<file path="src/rtl/pix_stream_gen.sv">
// Sensor-style pixel stream generator: frame/line valid plus 12-bit pixel data with programmable blanking.
// Optional build macro PIXSTREAM_FRAME_TAG_EN puts frame_count[3:0] on pix_d[11:8].
module pix_stream_gen #(
  parameter int ImageWidth  = 16,
  parameter int ImageHeight = 16,
  parameter int HBlank      = 4,
  parameter int VBlank      = 8,
  parameter int FvLead      = 2,
  parameter int FvTrail     = 2
) (
  input  logic        clk,
  input  logic        rst_,
  input  logic        en,
  output logic [11:0] pix_d,
  output logic        pix_fv,
  output logic        pix_lv,
  output logic        frame_done,
  output logic [7:0]  frame_count
);

  localparam int MaxA = (ImageWidth > HBlank) ? ImageWidth : HBlank;
  localparam int MaxB = (VBlank > FvLead) ? VBlank : FvLead;
  localparam int MaxC = (MaxA > MaxB) ? MaxA : MaxB;
  localparam int MaxT = (MaxC > FvTrail) ? MaxC : FvTrail;
  localparam int CW   = (MaxT > 1) ? $clog2(MaxT) : 1;
  localparam int LW   = (ImageHeight > 1) ? $clog2(ImageHeight) : 1;

  localparam logic [CW-1:0] C_W_LAST  = CW'(ImageWidth - 1);
  localparam logic [CW-1:0] C_HB_LAST = CW'(HBlank - 1);
  localparam logic [CW-1:0] C_VB_LAST = CW'(VBlank - 1);
  localparam logic [CW-1:0] C_LD_LAST = CW'(FvLead - 1);
  localparam logic [CW-1:0] C_TR_LAST = CW'(FvTrail - 1);
  localparam logic [LW-1:0] C_H_LAST  = LW'(ImageHeight - 1);

  typedef enum logic [2:0] {
    S_IDLE, S_VBLANK, S_LEAD, S_LINE, S_HBLANK, S_TRAIL
  } state_t;

  state_t        r_state, w_state_next;
  logic [CW-1:0] r_cnt, w_cnt_next;
  logic [LW-1:0] r_line, w_line_next;
  logic [11:0]   r_pix, w_pix_next;
  logic [11:0]   r_pix_d, w_d_next;
  logic          r_fv, w_fv_next;
  logic          r_lv, w_lv_next;
  logic          r_done, w_done_next;
  logic [7:0]    r_frame_count, w_count_next;

  always_ff @(posedge clk) begin
    if (!rst_) begin
      r_state       <= S_IDLE;
      r_cnt         <= '0;
      r_line        <= '0;
      r_pix         <= '0;
      r_pix_d       <= '0;
      r_fv          <= 1'b0;
      r_lv          <= 1'b0;
      r_done        <= 1'b0;
      r_frame_count <= '0;
    end else begin
      r_state       <= w_state_next;
      r_cnt         <= w_cnt_next;
      r_line        <= w_line_next;
      r_pix         <= w_pix_next;
      r_pix_d       <= w_d_next;
      r_fv          <= w_fv_next;
      r_lv          <= w_lv_next;
      r_done        <= w_done_next;
      r_frame_count <= w_count_next;
    end
  end

  // Outputs are decoded from the next state so they line up with the state they describe.
  always_comb begin
    w_state_next = r_state;
    w_cnt_next   = r_cnt;
    w_line_next  = r_line;
    w_pix_next   = r_pix;
    w_done_next  = 1'b0;
    w_count_next = r_frame_count;
    w_d_next     = '0;
    case (r_state)
      S_IDLE: begin
        if (en) begin
          w_state_next = S_VBLANK;
          w_cnt_next   = '0;
          w_pix_next   = '0;
        end
      end
      S_VBLANK: begin
        if (r_cnt == C_VB_LAST) begin
          w_state_next = S_LEAD;
          w_cnt_next   = '0;
        end else begin
          w_cnt_next = r_cnt + 1'b1;
        end
      end
      S_LEAD: begin
        if (r_cnt == C_LD_LAST) begin
          w_state_next = S_LINE;
          w_cnt_next   = '0;
          w_line_next  = '0;
        end else begin
          w_cnt_next = r_cnt + 1'b1;
        end
      end
      S_LINE: begin
        if (r_cnt == C_W_LAST) begin
          w_cnt_next = '0;
          if (r_line == C_H_LAST) begin
            w_state_next = S_TRAIL;
          end else begin
            w_state_next = S_HBLANK;
            w_line_next  = r_line + 1'b1;
          end
        end else begin
          w_cnt_next = r_cnt + 1'b1;
        end
      end
      S_HBLANK: begin
        if (r_cnt == C_HB_LAST) begin
          w_state_next = S_LINE;
          w_cnt_next   = '0;
        end else begin
          w_cnt_next = r_cnt + 1'b1;
        end
      end
      S_TRAIL: begin
        if (r_cnt == C_TR_LAST) begin
          w_state_next = en ? S_VBLANK : S_IDLE;
          w_cnt_next   = '0;
          w_pix_next   = '0;
          w_done_next  = 1'b1;
          w_count_next = r_frame_count + 1'b1;
        end else begin
          w_cnt_next = r_cnt + 1'b1;
        end
      end
      default: w_state_next = S_IDLE;
    endcase

    w_fv_next = (w_state_next == S_LEAD) || (w_state_next == S_LINE) ||
                (w_state_next == S_HBLANK) || (w_state_next == S_TRAIL);
    w_lv_next = (w_state_next == S_LINE);
    // r_pix holds the index of the next pixel to be emitted.
    if (w_lv_next) begin
`ifdef PIXSTREAM_FRAME_TAG_EN
      w_d_next = {r_frame_count[3:0], r_pix[7:0]};
`else
      w_d_next = r_pix;
`endif
      w_pix_next = r_pix + 1'b1;
    end
  end

`ifdef PIXSTREAM_FRAME_TAG_EN
  logic w_unused_pix_hi;
  assign w_unused_pix_hi = ^r_pix[11:8];
`endif

  assign pix_d       = r_pix_d;
  assign pix_fv      = r_fv;
  assign pix_lv      = r_lv;
  assign frame_done  = r_done;
  assign frame_count = r_frame_count;

endmodule

</file>
<file path="config.mk">
export PLATFORM = sky130hd
export DESIGN_NAME = pix_stream_gen
export DESIGN_NICKNAME = d
export VERILOG_FILES = /design/src/rtl/pix_stream_gen.sv
export SDC_FILE = /design/constraint.sdc
export NUM_CORES = 1
export LEC_CHECK = 0
export CAP_MARGIN = 5
export CORE_ASPECT_RATIO = 0.7
export CORE_MARGIN = 2
export CORE_UTILIZATION = 37
export DETAILED_ROUTE_END_ITERATION = 7
export HOLD_SLACK_MARGIN = 0.12
export SLEW_MARGIN = 20
export SYNTH_ARGS = -nofsm -noshare
export SYNTH_HDL_FRONTEND = slang
export SYNTH_SLANG_ARGS = --single-unit
export TNS_END_PERCENT = 50
</file>
<file path="constraint.sdc">
create_clock -name clk -period 2.4 [get_ports clk]
set_input_delay 0.48 -clock clk [delete_from_list [all_inputs] [get_ports clk]]
set_output_delay 0.48 -clock clk [all_outputs]
set_load 0.01 [all_outputs]
</file>
==> flow_results.org, run 1 <==
** CTS
- CTS built an H-tree with a depth of 2.
- In this run the post-CTS setup repair buffer count came out at 0.
- Clock latency on the worst-skew pair, taken at its later pin, is 0.30 ns.
- Clock tree synthesis inserted a total of 5 buffers.
- Clk sinks :: 46
- Clock slew seen by the registers of the worst setup and hold paths :: 0.09 ns
- CTS tree :: done
- Clock root buffer :: sky130_fd_sc_hd__clkbuf_8
- No sink is reached through more buffers than the 2 on the longest clock path.

** Critical path
- On the critical path the largest part of the delay comes from simple AND/OR/NAND/NOR gates.
- Data arrival time at the worst-slack endpoint :: approximately 2.5 ns
- Crit path required time :: 2.60 ns
- The worst setup path is captured at a register.
- Critical path launch point type :: register
- On the worst path, the slowest cell contributes a delay of 0.55 ns.
- The largest individual stage delay along the critical path comes from the cell sky130_fd_sc_hd__or4_4.
- Crit-path max FO :: 7
- The number of buffers and inverters on the critical path is 1.
- Ordered cell list for the critical path :: ha_1 -> buf_4 -> nand2b_4 -> or4_4 -> and4_1 -> or4_4 -> mux2i_1
- The critical path is of the register to register type.
- In this design, the critical path's most frequently occurring cell is sky130_fd_sc_hd__or4_4.

** Hold path
- Worst min-delay path category :: register to register

** Routing
- Router iterations before antenna repair :: 4
- In this run, the number of DRC markers left after iteration 0 of detailed routing was ~120.
- In the final routed layout, each cell accounts on average for 13.6 µm.
- Post-detailed-routing wire length :: 4700 µm
- Using the TritonRoute via totals, the vias-per-cell ratio works out to 5.18.
- Across all layers, the routed design uses 1793 vias.
- After detailed routing, the number of remaining DRC violations is 0.
- The count of nets left with antenna violations once routing finished came out at 0.

** Cells and area
- Layout cell share with drive strength beyond 1 :: a little under an eighth
- After filler insertion, the fill cell instance count of the layout stands at 574.
- The area growth from synthesis to layout is 23.5%.
- At the end of the flow, the number of nets in the layout was 278.
- After the flow finishes, the layout carries non-filler instances totaling 346.
- The number of antenna diodes in the final layout is 0.

** Yosys
- Counting flops with an async set or reset pin after synthesis yields a share of 0%.
- Number of unique standard cell types used by synthesis :: 54
- Number of enable flip-flop cells after synthesis :: 0
- Synthesized area per cell :: 9.12 µm²
- After synthesis, the cell types taking the most area are sky130_fd_sc_hd__dfxtp_1 43%, sky130_fd_sc_hd__and3_1 3.8%, sky130_fd_sc_hd__nand2_1 3.7%, sky130_fd_sc_hd__nor2_1 3.7%, sky130_fd_sc_hd__nand3_1 3.3%.
- Synthesis produced ~240 cells.
- Counting every net in the synthesized netlist gives 243.
- Top post-synthesis cells by count :: 46 x sky130_fd_sc_hd__dfxtp_1, 21 x sky130_fd_sc_hd__nand2_1, 21 x sky130_fd_sc_hd__nor2_1
- The synthesized design devotes to its leading area cell type 43.0% of total area.
- Cell type with the highest aggregate area in the netlist :: sky130_fd_sc_hd__dfxtp_1
- Main flop type after synthesis :: sky130_fd_sc_hd__dfxtp_1
- Netlist Area Pre-Place :: 0.00214 mm²
- Of the synthesized area, sequential elements account for 43.0%.
- In the post-synthesis netlist, the cell with the most instances is sky130_fd_sc_hd__dfxtp_1.
- The synthesized design contains 46 register bits.
- Syn. warnings :: 0

** Global routing
- The initial antenna violation count is 0.
- Wire length of the first global-routing pass :: 7960 µm
- Via count of the first global-routing pass :: around 1600
- After global routing the overflow that remains totals 0.
- Aggregate global-route resource usage :: between 10% and 20%
- Entering global routing, the biggest net connects 21 pins.

** Timing
- Summed negative setup slack over all endpoints :: 0 ns
- RSZ-0062 raised after global routing :: false
- Setup violations remaining at the end of the flow were counted as 0.
- Measured slew at the worst slew-check pin :: 0.570 ns
- The final count of hold timing violations came to 0.
- Rel. slew slack :: 61.9%
- Timing would allow up to 441 MHz.
- Post-route clock period utilization :: 94.5%
- Number of pins with negative max-slew slack in the final report :: 0
- For the finished layout, the period the worst path requires is 2.27 ns.
- For the final database, setup skew stands at 0.00897 ns.

** Placed design
- The wire-length estimate of the detail-placed layout is 3220 µm.
- Routability-driven placement finished with a final weighted congestion of 0.840.
- The number of placed instances, taps included, is approximately 340.
- PortBufs :: 25

** Die
- Measured along the y axis, the die boundary spans 67.7 µm.
- The total area inside the core boundary comes to 0.00567 mm².
- The floorplan step defined a die boundary enclosing 0.00643 mm².
- Die width :: 95.0 µm
- For this configuration, the core starts out at a cell density of approximately 38%.
- Row cnt :: 23
- During I/O placement, the number of pins put on the boundary was 26.

** Pwr
- Worst supply voltage drop on vdd :: 0.000245 V
- Clock Power Share :: between 40% and 50%
- Share of total power in combinational logic :: 5.8%
- For this design the total switching power over the nets is around 0.33 mW.
- Relative contribution of sequential cells to total power :: 53.6%
- The design draws 1.45 mW.
- The internal power of the cells totals 1.11 mW.
- Switching power as a share of total power :: 23.0%
- Power per unit of standard cell area :: ~550 mW/mm²
- Leakage component of the power :: 0.998 nW

** Status
- Outcome :: finished, final reports clean

** Run
- Number of violations of the max-capacitance limit :: 0
-- power by group through the flow --
stage | clock [mW] | combinational (mW) | sequential, mW
3_3_place_gp | 0 | 0.0827 | 0.792
2_1_floorplan | 0 | 0.0614 | 0.787
6_report | 0.587 | 0.0841 | 0.774
3_5_place_dp | 0 | 0.0823 | 0.792
4_1_cts | 0.609 | 0.0831 | 0.774
5_1_grt | 0.637 | 0.0931 | 0.776
-- cell type report --
type	count	area [µm²]	area share, %
Clock inverter	3	43.8	1.65
Multi-Input combinational cell	171	1130	42.8
Clock buffer	5	68.8	2.60
Tap cell	75	93.8	3.55
Timing Repair Buffer	40	363	13.7
Inverter	6	22.5	0.851
Sequential cell	46	921	34.8
-- logic make-up (layout without fill, tap and decap cells) --
kind of cell	after synthesis	in the layout	synth area share (%)
buf+inv	18	54	4.20
mux	3	3	1.40
xor+xnor	14	14	5.72
fa+ha+maj	5	5	2.92
flops	46	46	43.0
compound gates	37	37	12.8
simple gates	112	112	30.0
-- through the flow --
stage	worst slack (ns)	util, %	instance area, µm²	hold slack (ns)
2_1_floorplan	0.215	-	2140	0.462
3_3_place_gp	0.0895	44.7	2530	0.479
3_5_place_dp	0.0548	44.7	2530	0.485
4_1_cts	0.116	46.7	2650	0.498
5_1_grt	0.00372	46.7	2650	0.532
6_report	0.133	46.7	2650	0.500
-- per-layer routing --
metal | track usage (%) | routed length, µm | up-vias
met3 | 4.24 | 245 | 4
met5 | 0 | 0 | -
met4 | 4.35 | 34 | 0
met2 | 21.3 | 1800 | 48
li1 | - | - | 922
met1 | 24.9 | 2620 | 819
-- placed cells by master (no fill, tap or decap), types with 5 or more instances in the layout --
cell type	netlist	layout
sky130_fd_sc_hd__nand3_1	14	14
sky130_fd_sc_hd__nand2_1	21	21
sky130_fd_sc_hd__ha_1	5	5
sky130_fd_sc_hd__buf_4	1	15
sky130_fd_sc_hd__clkdlybuf4s50_1	0	25
sky130_fd_sc_hd__dfxtp_1	46	46
sky130_fd_sc_hd__a221o_1	5	5
sky130_fd_sc_hd__nor2b_1	5	5
sky130_fd_sc_hd__nor2_1	21	21
sky130_fd_sc_hd__xor2_1	6	6
sky130_fd_sc_hd__clkbuf_8	0	5
sky130_fd_sc_hd__a21oi_1	7	7
sky130_fd_sc_hd__xnor2_1	8	8
sky130_fd_sc_hd__inv_1	5	5
sky130_fd_sc_hd__and3_1	13	13
-- repair_timing --
action / CTS / global route
endpoints found under the setup margin: 0 / 4
hold buffers: 0 / 0
hold endpoints to repair: 0 / 0
resized for setup: 0 / 1
-- path summary, 6_finish.rpt --
kind / cells past startpoint / endpoint / from / slack, ns
hold reg to reg: 2 / r_cnt[1] / r_cnt[1] / 0.50
setup / recovery: 7 / r_pix[6] / r_cnt[0] / 0.13
setup reg to reg: 7 / r_pix[6] / r_cnt[0] / 0.13
hold / removal: 2 / r_cnt[1] / r_cnt[1] / 0.50
-- tightest hold or removal path: cells and delay by family, from the launching register on --
| kind | cells | cell delay (ns) |
|---|---|---|
| AO/OA/AOI/OAI | 1 | 0.05 |
| flip-flops | 1 | 0.34 |
| AND/OR/NAND/NOR | 1 | 0.07 |
-- state kept, by name, summed over array words and instances (netlist names) --
| register | flops |
|---|---|
| pix_fv | 1 |
| frame_done | 1 |
| r_pix | 12 |
| r_line | 4 |
| pix_lv | 1 |
| r_cnt | 4 |
| pix_d | 12 |
| r_state | 3 |
| frame_count | 8 |
No activity file was read; power rests on OpenSTA's default activity.
==> run 2: changes to the inputs <==
--- a/config.mk
+++ b/config.mk
@@ -6,11 +6,14 @@
 export NUM_CORES = 1
 export LEC_CHECK = 0
 export CAP_MARGIN = 5
+export CELL_PAD_IN_SITES_DETAIL_PLACEMENT = 2
+export CELL_PAD_IN_SITES_GLOBAL_PLACEMENT = 2
 export CORE_ASPECT_RATIO = 0.7
 export CORE_MARGIN = 2
-export CORE_UTILIZATION = 37
+export CORE_UTILIZATION = 34
 export DETAILED_ROUTE_END_ITERATION = 7
 export HOLD_SLACK_MARGIN = 0.12
+export PLACE_DENSITY_LB_ADDON = 0.1
 export SLEW_MARGIN = 20
 export SYNTH_ARGS = -nofsm -noshare
 export SYNTH_HDL_FRONTEND = slang
==> flow_results.org, run 2 (synthesized netlist as in run 1, its figures left out) <==
** Timing
- The setup TNS after final layout came to 0 ns (unchanged).
- Post-route clock skew :: 0.00483 ns (-0.00413 ns)
- The maximum achievable frequency is 443 MHz (+0.46%).
- The measured slew at the worst slew-check pin is 0.504 ns (-0.0666 ns).
- The slack of the critical path was 0.143 ns (+0.0104 ns).
- The final count of hold timing violations is 0 (unchanged).
- Setup repair after global routing left no endpoint under its margin.
- Crit path time final :: 2.26 ns (-0.0104 ns)
- Final count of negative-setup-slack endpoints :: 0 (unchanged)
- The number of slew-limit violations in the final report is 0 (unchanged).
- The worst slew margin relative to its limit was 66.4% (+4.5 points).
- Post-route clock period utilization :: 94.0% (-0.43 points)

** Die
- The die area is 0.00697 mm² (+8.4%).
- The top-level I/O count came to 26 (unchanged).
- The height of the chip came to 70.4 µm (+4.1%).
- The die extent in x was 98.9 µm (+4.1%).
- Core area :: 0.00616 mm² (+8.6%)
- Row cnt :: 24 (+4.3%)
- Starting density of the core :: 34.8% (-3.0 points)

** Critical path
- STA classifies the critical path endpoint as a register.
- Data arrival time at the worst-slack endpoint :: 2.45 ns (-0.02 ns)
- Kind of critical path :: register to register
- The biggest cell delay along the critical path came to 0.54 ns (about the same).
- The maximum net fanout on the critical path is 4 (-3).
- For this design, the slowest cell found on the critical path is sky130_fd_sc_hd__or4_4.
- Critical path launch point type :: register
- Most frequent cell on the critical path :: sky130_fd_sc_hd__or4_4
- Walking the worst path, the cells encountered are ha_1 -> buf_4 -> nand2b_4 -> or4_4 -> and4_1 -> or4_4 -> mux2i_1.
- Crit path required time :: 2.59 ns (about the same)

** Cells and area
- In the layout the commonest cells are 45 x sky130_fd_sc_hd__dfxtp_1, 25 x sky130_fd_sc_hd__clkdlybuf4s50_1, 21 x sky130_fd_sc_hd__nor2_1, 21 x sky130_fd_sc_hd__nand2_1, 19 x sky130_fd_sc_hd__buf_4.
- Area of combinational cells with multiple inputs :: 0.00113 mm² (unchanged)
- Antenna Cells :: 0 (unchanged)
- The ratio of cells with drive above 1 in the final layout came to 13.1% (+1.3 points).
- Area Growth Syn to Fin :: 25.0%
- Number of nets in the final layout :: 282 (+1.4%)
- FILL cells :: 694 (+21%)
- Util after Layout :: 43.5% (-3.2 points)
- The library cell used most frequently in the layout, excluding fill and tap cells, is sky130_fd_sc_hd__dfxtp_1.
- The register area is 922 µm² (+0.14%).

** CTS
- The clock latency on the worst-skew pair came to 0.30 ns (about the same).
- The number of H-tree branching levels was 2 (unchanged).
- Clock slew seen by the registers of the worst setup and hold paths :: 0.09 ns (about the same)
- Clk sinks :: 46 (unchanged)
- The number of hold buffers added after CTS is 0 (unchanged).
- Count of instances resized after the clock tree is built :: 0 (unchanged)
- Clock root buffer :: sky130_fd_sc_hd__clkbuf_8
- The post-CTS setup buffer count came to 0 (unchanged).
- Number of buffers on the longest clock path :: 2 (unchanged)
- TritonCTS buffer count :: 5 (unchanged)
- TritonCTS built the clock tree.

** Global routing
- The aggregate global routing overflow is 0 (unchanged).
- Aggregate global-route resource usage :: 17.1% (+1.1 points)
- The global-route wire length before repair was 9380 µm (+18%).
- Largest net degree at the start of global routing :: 21 (unchanged)
- Via count of the first global-routing pass :: 1866 (+18%)
- Initial antenna violation count :: 0 (unchanged)

** Routing
- Drt via density :: 5.25 (+1.4%)
- The overall via count from detail_route was 1854 (+3.4%).
- Post-detailed-routing wire length :: 5710 µm (+22%)
- Router iterations before antenna repair :: 4 (unchanged)
- The number of DRC markers in iteration 0 is 59 (-49%).
- The mean routed wirelength per cell came to 16.2 µm (+19%).
- Post-route antenna net violation count :: 0 (unchanged)
- Remaining design rule violation count :: 0 (unchanged)

** Pwr
- Leakage component of the power :: 1.01 nW (+1.2%)
- The power per cell area was 542 mW/mm² (-0.70%).
- The worst IR drop on VDD was 0.000203 V (-17%).

** Hold path
- Worst min-delay path category :: register to register

** Placed design
- The total of buffers placed on input and output ports is 25 (unchanged).
- The routability congestion estimate came to 0.854 (+1.7%).
- Post-detail-place hpwl :: 4340 µm (+35%)
- Setup slack at placement :: 0.0476 ns (-0.00723 ns)

** Status
- Outcome :: finished, final reports clean

** Run
- Number of violations of the max-capacitance limit :: 0 (unchanged)
## run 2: worst max-delay path: cells and delay by family (launching register included)
family	cells	cell delay, ns
adders and majority gates	1	0.22
buffers and inverters	1	0.15
and+or+nand+nor	4	1.25
muxes	1	0.13
DFF	1	0.39
## run 2: path summary, 6_finish.rpt
check,slack (ns),endpoint,depth (start not counted),startpoint
worst min register to register,0.50,r_cnt[0],1,r_cnt[0]
worst min-delay path,0.50,r_cnt[0],1,r_cnt[0]
worst max register to register,0.14,r_pix[6],7,r_cnt[1]
worst max-delay path,0.14,r_pix[6],7,r_cnt[1]
## run 2: stage by stage
step	total power, mW	std cells	hold WS, ns	area [µm²]
after floorplan	0.848	235	0.462	2140
after global placement	0.886	345	0.490	2570
after detailed placement	0.887	345	0.497	2570
after CTS	1.48	353	0.510	2680
after global routing	1.51	353	0.547	2680
final	1.45	353	0.502	2680
## run 2: final cells by class
class / count / share of cell area, %
Clock buffer: 6 / 2.71
Inverter: 6 / 0.841
Multi-Input combinational cell: 171 / 42.3
Sequential cell: 46 / 34.4
Clock inverter: 2 / 1.40
Tap cell: 78 / 3.64
Timing Repair Buffer: 44 / 14.7
## run 2: where the power goes
group          internal, mW  switching (mW)
Clock                 0.311           0.271
Sequential            0.767         0.00940
Combinational        0.0412          0.0531
## run 2: per-layer routing
| layer | track usage, % | part of all wire [%] |
|---|---|---|
| met3 | 3.30 | 3.0 |
| met4 | 4.11 | 0.67 |
| met1 | 26.5 | 56 |
| met2 | 24.2 | 40 |
| met5 | 0 | 0 |
